**src/rtl/multicycle_ctrl_pkg.sv**
```systemverilog
// Shared definitions for the multi-cycle MIPS control unit.
//   - state encodings (also visible on the state_o debug port)
//   - opcode / funct constants for the supported instruction subset
//   - select codes for aluop, pcsrc and alusrcb
//   - ctrl_t: the complete control word produced by ctrl_outdec
package multicycle_ctrl_pkg;

  typedef enum logic [3:0] {
    S_IDLE   = 4'd0,
    S_FETCH  = 4'd1,
    S_DECODE = 4'd2,
    S_MEMADR = 4'd3,
    S_MEMRD  = 4'd4,
    S_MEMWB  = 4'd5,
    S_MEMWR  = 4'd6,
    S_RTEXE  = 4'd7,
    S_ALUWB  = 4'd8,
    S_BEQ    = 4'd9,
    S_IMMEXE = 4'd10,
    S_IMMWB  = 4'd11,
    S_JUMP   = 4'd12,
    S_JR     = 4'd13
  } state_t;

  // Opcodes (IR[31:26])
  localparam logic [5:0] EXE_RTYPE_OP = 6'b000000;
  localparam logic [5:0] EXE_J_OP     = 6'b000010;
  localparam logic [5:0] EXE_BEQ_OP   = 6'b000100;
  localparam logic [5:0] EXE_ADDI_OP  = 6'b001000;
  localparam logic [5:0] EXE_ANDI_OP  = 6'b001100;
  localparam logic [5:0] EXE_ORI_OP   = 6'b001101;
  localparam logic [5:0] EXE_XORI_OP  = 6'b001110;
  localparam logic [5:0] EXE_LUI_OP   = 6'b001111;
  localparam logic [5:0] EXE_LW_OP    = 6'b100011;
  localparam logic [5:0] EXE_SW_OP    = 6'b101011;

  // Funct (IR[5:0]) values that change sequencing
  localparam logic [5:0] EXE_JR_FUNCT = 6'b001000;

  // ALU operation request handed to the ALU decoder
  localparam logic [1:0] ALUOP_ADD   = 2'b00;
  localparam logic [1:0] ALUOP_SUB   = 2'b01;
  localparam logic [1:0] ALUOP_FUNCT = 2'b10;
  localparam logic [1:0] ALUOP_LOGIC = 2'b11;

  // PC source select
  localparam logic [1:0] PCSRC_ALU    = 2'b00;
  localparam logic [1:0] PCSRC_ALUOUT = 2'b01;
  localparam logic [1:0] PCSRC_JUMP   = 2'b10;
  localparam logic [1:0] PCSRC_RS     = 2'b11;

  // ALU B operand select
  localparam logic [1:0] SRCB_B     = 2'b00;
  localparam logic [1:0] SRCB_FOUR  = 2'b01;
  localparam logic [1:0] SRCB_IMM   = 2'b10;
  localparam logic [1:0] SRCB_IMMSH = 2'b11;

  typedef struct packed {
    logic       mem_req;
    logic       iord;
    logic       memwrite;
    logic       irwrite;
    logic       pcen;
    logic [1:0] pcsrc;
    logic       alusrca;
    logic [1:0] alusrcb;
    logic       extop;
    logic [1:0] aluop;
    logic       regdst;
    logic       memtoreg;
    logic       regwrite;
    logic       instr_done;
    logic       illegal_op;
  } ctrl_t;

  // Every R-type is legal: the funct field only chooses between JR and the
  // generic ALU path, and the ALU decoder deals with the rest.
  function automatic logic op_is_legal(logic [5:0] op);
    logic legal;
    case (op)
      EXE_RTYPE_OP, EXE_J_OP, EXE_BEQ_OP, EXE_ADDI_OP, EXE_ANDI_OP,
      EXE_ORI_OP, EXE_XORI_OP, EXE_LUI_OP, EXE_LW_OP, EXE_SW_OP: legal = 1'b1;
      default:                                                  legal = 1'b0;
    endcase
    return legal;
  endfunction

endpackage

```
**src/rtl/multicycle_ctrl_outdec.sv**
```systemverilog
// ctrl_outdec: combinational state/op -> control word decoder.
//   state_i   : current FSM state
//   op_i      : IR opcode (selects IMMEXE ALU mode, flags illegal in DECODE)
//   zero_i    : ALU zero flag (branch resolution)
//   mem_ready_i : memory handshake completion, qualifies FETCH/MEMWR strobes
//   ctrl_o    : full control word; everything not named below is 0
module ctrl_outdec
  import multicycle_ctrl_pkg::*;
(
  input  state_t     state_i,
  input  logic [5:0] op_i,
  input  logic       zero_i,
  input  logic       mem_ready_i,
  output ctrl_t      ctrl_o
);

  logic pcwrite;
  logic branch;

  always_comb begin
    ctrl_o  = '0;
    pcwrite = 1'b0;
    branch  = 1'b0;
    case (state_i)
      S_FETCH: begin
        ctrl_o.mem_req = 1'b1;
        ctrl_o.iord    = 1'b0;
        ctrl_o.alusrca = 1'b0;
        ctrl_o.alusrcb = SRCB_FOUR;
        ctrl_o.aluop   = ALUOP_ADD;
        ctrl_o.pcsrc   = PCSRC_ALU;
        // IR and PC only move once the instruction word is actually there.
        if (mem_ready_i) begin
          ctrl_o.irwrite = 1'b1;
          pcwrite        = 1'b1;
        end
      end
      S_DECODE: begin
        // Branch target computed speculatively into ALUOut.
        ctrl_o.alusrca = 1'b0;
        ctrl_o.alusrcb = SRCB_IMMSH;
        ctrl_o.extop   = 1'b0;
        ctrl_o.aluop   = ALUOP_ADD;
        if (!op_is_legal(op_i)) begin
          ctrl_o.illegal_op = 1'b1;
          ctrl_o.instr_done = 1'b1;
        end
      end
      S_MEMADR: begin
        ctrl_o.alusrca = 1'b1;
        ctrl_o.alusrcb = SRCB_IMM;
        ctrl_o.extop   = 1'b0;
        ctrl_o.aluop   = ALUOP_ADD;
      end
      S_MEMRD: begin
        ctrl_o.mem_req = 1'b1;
        ctrl_o.iord    = 1'b1;
      end
      S_MEMWB: begin
        ctrl_o.regwrite   = 1'b1;
        ctrl_o.regdst     = 1'b0;
        ctrl_o.memtoreg   = 1'b1;
        ctrl_o.instr_done = 1'b1;
      end
      S_MEMWR: begin
        ctrl_o.mem_req    = 1'b1;
        ctrl_o.iord       = 1'b1;
        ctrl_o.memwrite   = 1'b1;
        ctrl_o.instr_done = mem_ready_i;
      end
      S_RTEXE: begin
        ctrl_o.alusrca = 1'b1;
        ctrl_o.alusrcb = SRCB_B;
        ctrl_o.aluop   = ALUOP_FUNCT;
      end
      S_ALUWB: begin
        ctrl_o.regwrite   = 1'b1;
        ctrl_o.regdst     = 1'b1;
        ctrl_o.memtoreg   = 1'b0;
        ctrl_o.instr_done = 1'b1;
      end
      S_BEQ: begin
        ctrl_o.alusrca    = 1'b1;
        ctrl_o.alusrcb    = SRCB_B;
        ctrl_o.aluop      = ALUOP_SUB;
        ctrl_o.pcsrc      = PCSRC_ALUOUT;
        branch            = 1'b1;
        ctrl_o.instr_done = 1'b1;
      end
      S_IMMEXE: begin
        ctrl_o.alusrca = 1'b1;
        ctrl_o.alusrcb = SRCB_IMM;
        // ADDI sign-extends and adds; the logical immediates and LUI
        // zero-extend and let the ALU decoder pick the op from the opcode.
        if (op_i == EXE_ADDI_OP) begin
          ctrl_o.aluop = ALUOP_ADD;
          ctrl_o.extop = 1'b0;
        end else begin
          ctrl_o.aluop = ALUOP_LOGIC;
          ctrl_o.extop = 1'b1;
        end
      end
      S_IMMWB: begin
        ctrl_o.regwrite   = 1'b1;
        ctrl_o.regdst     = 1'b0;
        ctrl_o.memtoreg   = 1'b0;
        ctrl_o.instr_done = 1'b1;
      end
      S_JUMP: begin
        pcwrite           = 1'b1;
        ctrl_o.pcsrc      = PCSRC_JUMP;
        ctrl_o.instr_done = 1'b1;
      end
      S_JR: begin
        pcwrite           = 1'b1;
        ctrl_o.pcsrc      = PCSRC_RS;
        ctrl_o.instr_done = 1'b1;
      end
      default: ; // IDLE and unused encodings: all zero
    endcase
    ctrl_o.pcen = pcwrite | (branch & zero_i);
  end

endmodule

```
**src/rtl/multicycle_ctrl.sv**
```systemverilog
// multicycle_ctrl: Moore-style sequencer for a shared-memory multi-cycle
// MIPS datapath.
//   clk, rst (async, active low)
//   op, funct, zero, mem_ready        : datapath / memory status inputs
//   mem_req, iord, memwrite           : memory port control
//   irwrite, pcen, pcsrc              : IR / PC update
//   alusrca, alusrcb, extop, aluop    : ALU operand and mode selects
//   regdst, memtoreg, regwrite        : register file write-back
//   instr_done, illegal_op            : per-instruction status pulses
//   state_o                           : current state (debug)
//
// Memory handshake: mem_req is held high, together with every address and
// select output, for as long as the FSM sits in a memory state; the access
// completes in the cycle where mem_req and mem_ready are both high, and the
// FSM only advances on that cycle.
module multicycle_ctrl
  import multicycle_ctrl_pkg::*;
#(
  parameter int STATE_W = 4
) (
  input  logic               clk,
  input  logic               rst,
  input  logic [5:0]         op,
  input  logic [5:0]         funct,
  input  logic               zero,
  input  logic               mem_ready,
  output logic               mem_req,
  output logic               iord,
  output logic               memwrite,
  output logic               irwrite,
  output logic               pcen,
  output logic [1:0]         pcsrc,
  output logic               alusrca,
  output logic [1:0]         alusrcb,
  output logic               extop,
  output logic [1:0]         aluop,
  output logic               regdst,
  output logic               memtoreg,
  output logic               regwrite,
  output logic               instr_done,
  output logic               illegal_op,
  output logic [STATE_W-1:0] state_o
);

  state_t state_q;
  state_t state_d;
  ctrl_t  ctrl;

  always_ff @(posedge clk or negedge rst) begin
    if (!rst) state_q <= S_IDLE;
    else      state_q <= state_d;
  end

  always_comb begin
    state_d = S_FETCH;
    case (state_q)
      S_IDLE:   state_d = S_FETCH;
      S_FETCH:  state_d = mem_ready ? S_DECODE : S_FETCH;
      S_DECODE: begin
        case (op)
          EXE_RTYPE_OP: state_d = (funct == EXE_JR_FUNCT) ? S_JR : S_RTEXE;
          EXE_LW_OP,
          EXE_SW_OP:    state_d = S_MEMADR;
          EXE_BEQ_OP:   state_d = S_BEQ;
          EXE_ADDI_OP, EXE_ANDI_OP, EXE_ORI_OP,
          EXE_XORI_OP, EXE_LUI_OP: state_d = S_IMMEXE;
          EXE_J_OP:     state_d = S_JUMP;
          default:      state_d = S_FETCH; // illegal: flagged by decoder
        endcase
      end
      S_MEMADR: state_d = (op == EXE_SW_OP) ? S_MEMWR : S_MEMRD;
      S_MEMRD:  state_d = mem_ready ? S_MEMWB : S_MEMRD;
      S_MEMWB:  state_d = S_FETCH;
      S_MEMWR:  state_d = mem_ready ? S_FETCH : S_MEMWR;
      S_RTEXE:  state_d = S_ALUWB;
      S_ALUWB:  state_d = S_FETCH;
      S_BEQ:    state_d = S_FETCH;
      S_IMMEXE: state_d = S_IMMWB;
      S_IMMWB:  state_d = S_FETCH;
      S_JUMP:   state_d = S_FETCH;
      S_JR:     state_d = S_FETCH;
      default:  state_d = S_FETCH;
    endcase
  end

  ctrl_outdec u_outdec (
    .state_i     (state_q),
    .op_i        (op),
    .zero_i      (zero),
    .mem_ready_i (mem_ready),
    .ctrl_o      (ctrl)
  );

  assign mem_req    = ctrl.mem_req;
  assign iord       = ctrl.iord;
  assign memwrite   = ctrl.memwrite;
  assign irwrite    = ctrl.irwrite;
  assign pcen       = ctrl.pcen;
  assign pcsrc      = ctrl.pcsrc;
  assign alusrca    = ctrl.alusrca;
  assign alusrcb    = ctrl.alusrcb;
  assign extop      = ctrl.extop;
  assign aluop      = ctrl.aluop;
  assign regdst     = ctrl.regdst;
  assign memtoreg   = ctrl.memtoreg;
  assign regwrite   = ctrl.regwrite;
  assign instr_done = ctrl.instr_done;
  assign illegal_op = ctrl.illegal_op;
  assign state_o    = STATE_W'(state_q);

endmodule

```
**config.mk**
```make
export PLATFORM = sky130hd
export DESIGN_NAME = multicycle_ctrl
export DESIGN_NICKNAME = d
export VERILOG_FILES = /design/src/rtl/multicycle_ctrl_pkg.sv /design/src/rtl/multicycle_ctrl_outdec.sv /design/src/rtl/multicycle_ctrl.sv
export SDC_FILE = /design/constraint.sdc
export NUM_CORES = 1
export LEC_CHECK = 0
export BUFFER_PORTS_ARGS = -buffer_cell sky130_fd_sc_hd__buf_2
export CORE_MARGIN = 4
export CORE_UTILIZATION = 38
export DETAILED_ROUTE_END_ITERATION = 6
export GPL_ROUTABILITY_DRIVEN = 0
export PLACE_DENSITY = 0.77
export SKIP_LAST_GASP = 1
export SYNTH_ARGS = -nofsm -noshare
export SYNTH_HDL_FRONTEND = slang
export SYNTH_SLANG_ARGS = --single-unit
export TNS_END_PERCENT = 50
```
**constraint.sdc**
```tcl
create_clock -name clk -period 1.55 [get_ports clk]
set_clock_uncertainty 0.2 [all_clocks]
set_input_delay 0 -clock clk [delete_from_list [all_inputs] [get_ports clk]]
set_output_delay 0 -clock clk [all_outputs]
set_load 0.02 [all_outputs]
```
======== After elaboration in Yosys (flattened, before gate mapping) ========
Index checks and enable logic that the tools add are counted.
storage, ports and cells
  output and inout bits ................... 22
  bits in registers ....................... 4
  word-level logic and storage cells ...... 59
operators by class
  reduce and logical (&&, ||, !) cells .... 9
  bitwise operators ....................... 2
  muxes and demuxes ....................... 24
  equality and inequality tests ........... 23
operator list
  operator                                                               count
  6-bit by 4-bit equality test with 1-bit output, second input constant  6
  4-bit case mux with 7 select lines                                     1
  4-bit equality test, second input constant                             6
  4-bit case mux with 5 select lines                                     1
  4-bit by 3-bit equality test with 1-bit output, second input constant  4
  6-bit equality test, second input constant                             2
  2-bit case mux with 3 select lines                                     2
  3-bit case mux with 4 select lines                                     1
  10-bit OR reduction                                                    1
  2-bit OR reduction                                                     5
  1-bit 2-to-1 mux                                                       9
  3-bit case mux with 3 select lines                                     1
  4-bit by 2-bit equality test with 1-bit output, second input constant  2
  6-bit by 2-bit equality test with 1-bit output, second input constant  1
  6-bit by 3-bit equality test with 1-bit output, second input constant  1
  6-bit logical NOT                                                      1
  2-bit 2-to-1 mux                                                       3
  3-bit 2-to-1 mux                                                       2
  6-bit OR reduction                                                     1
  5-bit OR reduction                                                     1
  4-bit by 1-bit equality test with 1-bit output, second input constant  1
  4-bit 2-to-1 mux                                                       1
  2-bit case mux with 2 select lines                                     1
  1-bit case mux with 3 select lines                                     1
  other kinds (3)                                                        3

======== Depth between registers and ports, before layout ========
  depth after elaboration ................. 6
  gate-level depth with buffers ........... 6

======== By module ========
A second synthesis with hierarchy kept.
second synthesis, totals
  cells, all modules ...................... 98
  area, all modules ....................... 721.9 µm²
by module, submodules not included
  module           area each (µm²)  cells each  instances  sequential area each (µm²)
  multicycle_ctrl  370.4            48          1          100.1
  ctrl_outdec      351.6            50          1          0.0

======== Least setup slack after synthesis ========
OpenSTA, ideal clock, no wires.
  path kind ............................... flip-flop to output port
  from .................................... register state_q[3] (netlist: state_o[3])
  to ...................................... output port instr_done
  arrival time ............................ 1.792 ns
  buffers on the path ..................... 2
  cell stages (with the launch flop) ...... 6
  setup slack ............................. -0.442 ns
  data required time ...................... 1.350 ns
  cells stage by stage .................... dfrtp_1 -> buf_2 -> or2_1 -> buf_2 -> nor4_2 -> a221o_1
between the ends
  word-level cells in the longest chain between the ends .. 3
  elaborated cells on any way between the ends .. 10
ends and longest elaborated chain
  element                                                                                RTL line                      RTL
  start, declared                                                                        multicycle_ctrl.sv:45         state_t state_q;
  start signal, assigned                                                                 multicycle_ctrl.sv:51         else state_q <= state_d;
  4-bit equality test or 4-bit by 3-bit equality test with 1-bit output (tied branches)  multicycle_ctrl_outdec.sv:24  case (state_i)
  6-bit OR reduction (no source line)                                                    -
  1-bit case mux with 3 select lines (*)                                                 multicycle_ctrl_outdec.sv:24
  end, declared                                                                          multicycle_ctrl.sv:40         output logic instr_done,
Every way passes the cells marked *; elsewhere a longest branch is shown, timed or not.

======== Worst setup path in the final report ========
  from .................................... register state_q[0] (netlist: state_o[0])
  to ...................................... output port instr_done
The elaborated chain is that of the path after synthesis.

==> impl_metrics.json <==
{
  "synthesis.area_um2": 637,
  "core_area_mm2": 0.00154,
  "dieArea_mm2": 0.00240,
  "dp_hpwl_um": 1790,
  "wl_per_cell_um": 15.2,
  "synth_nets": 109,
  "area_growth_pct": 79.0,
  "drcViolationCount": 0,
  "cts_tree": "built",
  "layout.cells.non_filler": 166,
  "synth_async_sr_flop_share_pct": 100,
  "yosysMostFrequentCell": "nor2_1",
  "grt_usage_pct": 20.9,
  "setup_slack_ns": -0.157,
  "drive_above_1_share_pct": 52.0,
  "end_kind": "primary output",
  "fp-row-count": 14,
  "worstSetupPathType": "register to primary output",
  "r2r-end": "state_o[1]$_DFF_PN0_",
  "largest_register_ffs": 4,
  "synth_top_family_by_area": "simple AND/OR/NAND/NOR gates",
  "slew_violations": 0,
  "synth_common_cells": "nor2_1 (14), nor3_1 (8), nand2_1 (7), nand2b_1 (6), clkbuf_1 (5)",
  "crit_family": "buffers and inverters",
  "violations": "negative setup slack",
  "drv_cap": 0,
  "postLayoutCoreUtil_pct": 73.9,
  "finalInstanceArea_mm2": 0.00114,
  "rsz0062_at_grt": "true",
  "hold_end": "state_o[3]$_DFF_PN0_",
  "num_vias": 941,
  "cts_num_sinks": 4,
  "r2r_cells": 4,
  "die_w_um": 48.9,
  "yosys_register_bits": 4,
  "path_clk_slew_ns": 0.05,
  "relSlewSlack_pct": 76.8,
  "crit_required_ns": 1.35,
  "nFillCells": 124,
  "wl_um": 2530,
  "grt_overflow": 0,
  "p_leak_nw": 0.540,
  "portBuffers": 37,
  "synth_top_area_cell": "dfrtp_1",
  "cpPeakStageDelay_ns": 0.43,
  "path_max_fanout": 6,
  "r2r_start": "state_o[3]$_DFF_PN0_",
  "root_buffer": "clkbuf_4",
  "drtIter0Drc": 30,
  "cts_buffers": 3,
  "dr.pass1.iters": 4,
  "powerDensity_mw_per_mm2": 1630,
  "ant_nets": 0,
  "timing.hold.ws_ns": 0.00626,
  "postSynthAreaPerCell_um2": 6.85,
  "synth_mux_area_share_pct": 0,
  "grt_pass1_vias": 984,
  "synth_compound_area_share_pct": 31.0,
  "synth_xor_area_share_pct": 0,
  "cp-start-kind": "register",
  "die_h_um": 48.9,
  "synth_area_leaders": "dfrtp_1 (16%), nor2_1 (8.3%), nor3_1 (6.3%)",
  "holdPathStages": 4,
  "initial_core_util_pct": 41.3,
  "grt_start_max_net_pins": 16,
  "crit_chain": "buf_4 > inv_1 > o21ai_0 > a221o_1 > buf_4",
  "synth_top_flop_cell": "dfrtp_1",
  "final_nets": 167,
  "grt_pass1_wl_um": 4140,
  "worstMarginPinSlew_ns": 0.345,
  "period_share_pct": 110,
  "setup_violations": 13,
  "peakVddDrop_mv": 0.832,
  "fmax_mhz": 586,
  "ys.warnings.count": 0,
  "power.total_mw": 1.86,
  "synth_fa_ha_area_share_pct": 0,
  "status": "finished, violations left",
  "vias_per_cell": 5.67,
  "h-tree-depth": 1,
  "yosysSeqAreaShare_pct": 15.7,
  "ioPinCount": 38,
  "dp_cells": 151,
  "cp_data_arrival_time_ns": 1.51,
  "clkLatencyLatePin_ns": 0.25,
  "hp-start": "op[5]",
  "post_dp_cell_area_um2": 936,
  "crit_buf_inv": 3,
  "rrSetupSlack_ns": -0.05,
  "clk_path_buf_depth": 2,
  "hold_violations": 0,
  "synthSimpleGateAreaFrac_pct": 46.2,
  "slowest_stage": "dfrtp_2",
  "synth_cell_types": 38,
  "insertedDiodeCount": 0,
  "synth-edff-count": 0,
  "antenna_found_initial": 0,
  "netlist.area_leader.share_pct": 15.7,
  "period_needed_ns": 1.71,
  "crit_top_cell": "buf_4",
  "synth_cells": 93,
  "hold_path_class": "input pin to register"
}
==> worst reg2reg max path: cells and delay by family, from the launching register on <==
kind | cells | cell delay (ns)
simple gates | 3 | 0.79
buf+inv | 1 | 0.13
flops | 1 | 0.42
==> layer usage <==
layer | vias up | routed length, µm | share of wire, % | GRT usage (%)
li1 | 460 | - | - | -
met1 | 436 | 986 | 39 | 22.8
met2 | 43 | 1370 | 54 | 38.7
met3 | 2 | 158 | 6.3 | 6.12
met4 | 0 | 9 | 0.36 | 5.38
met5 | - | 0 | 0 | 0
==> worst max-delay path by stage <==
stage | start | endpoint | slack (ns) | cells past startpoint
4_1_cts | state_o[0]$_DFF_PN0_ | instr_done | -0.14 | 5
3_3_place_gp | op[0] | instr_done | 0.06 | 6
3_5_place_dp | funct[1] | state_o[1]$_DFF_PN0_ | 0.03 | 5
5_1_grt | state_o[3]$_DFF_PN0_ | instr_done | -0.21 | 5
6_report | state_o[0]$_DFF_PN0_ | instr_done | -0.16 | 5
2_1_floorplan | state_o[3]$_DFF_PN0_ | state_o[1]$_DFF_PN0_ | -0.15 | 5
==> logic make-up after synthesis <==
family          Yosys count
compound gates           25
buf+inv                  11
flops                     4
simple gates             53
==> area by class of cell <==
type	count	area, µm²	area share, %
clock buffers	4	26.3	2.31
inverters	3	13.8	1.21
multi-input cells	78	552	48.4
flip-flops and latches	4	104	9.11
well taps	16	20.0	1.76
repair buffers	61	424	37.2
==> repair_timing <==
action	in CTS	in global routing
endpoints found under the hold margin	7	0
endpoints found under the setup margin	12	16
hold buffers	6	0
resized for setup	13	11
pin swaps	1	2
buffers inserted	4	1
==> layout by cell type (no fill, tap or decap), drive strengths merged, types with 2 or more instances in the layout <==
master,count
o31ai,3
inv,3
nand2,7
or4,2
o21a,2
nor3b,4
o21ai,4
dfrtp,4
dlygate4sd3,6
and3,2
nand2b,6
buf,55
clkbuf,4
nor2,14
a21oi,5
nand3,2
and2,2
nor3,8
==> where the power goes <==
group	total (mW)	internal [mW]	leakage [nW]	switching, mW
combinational	1.51	0.700	0.478	0.813
sequential	0.199	0.147	0.0474	0.0517
clock	0.152	0.0973	0.0150	0.0542
total	1.86	0.944	0.540	0.919
==> stage by stage <==
stage | setup slack [ns] | TNS, ns
2_1_floorplan | -0.153 | -0.447
5_1_grt | -0.208 | -1.78
3_5_place_dp | 0.0278 | 0
4_1_cts | -0.138 | -0.590
3_3_place_gp | 0.0564 | 0
6_report | -0.157 | -0.701
Power figures use the tool's default switching activity.
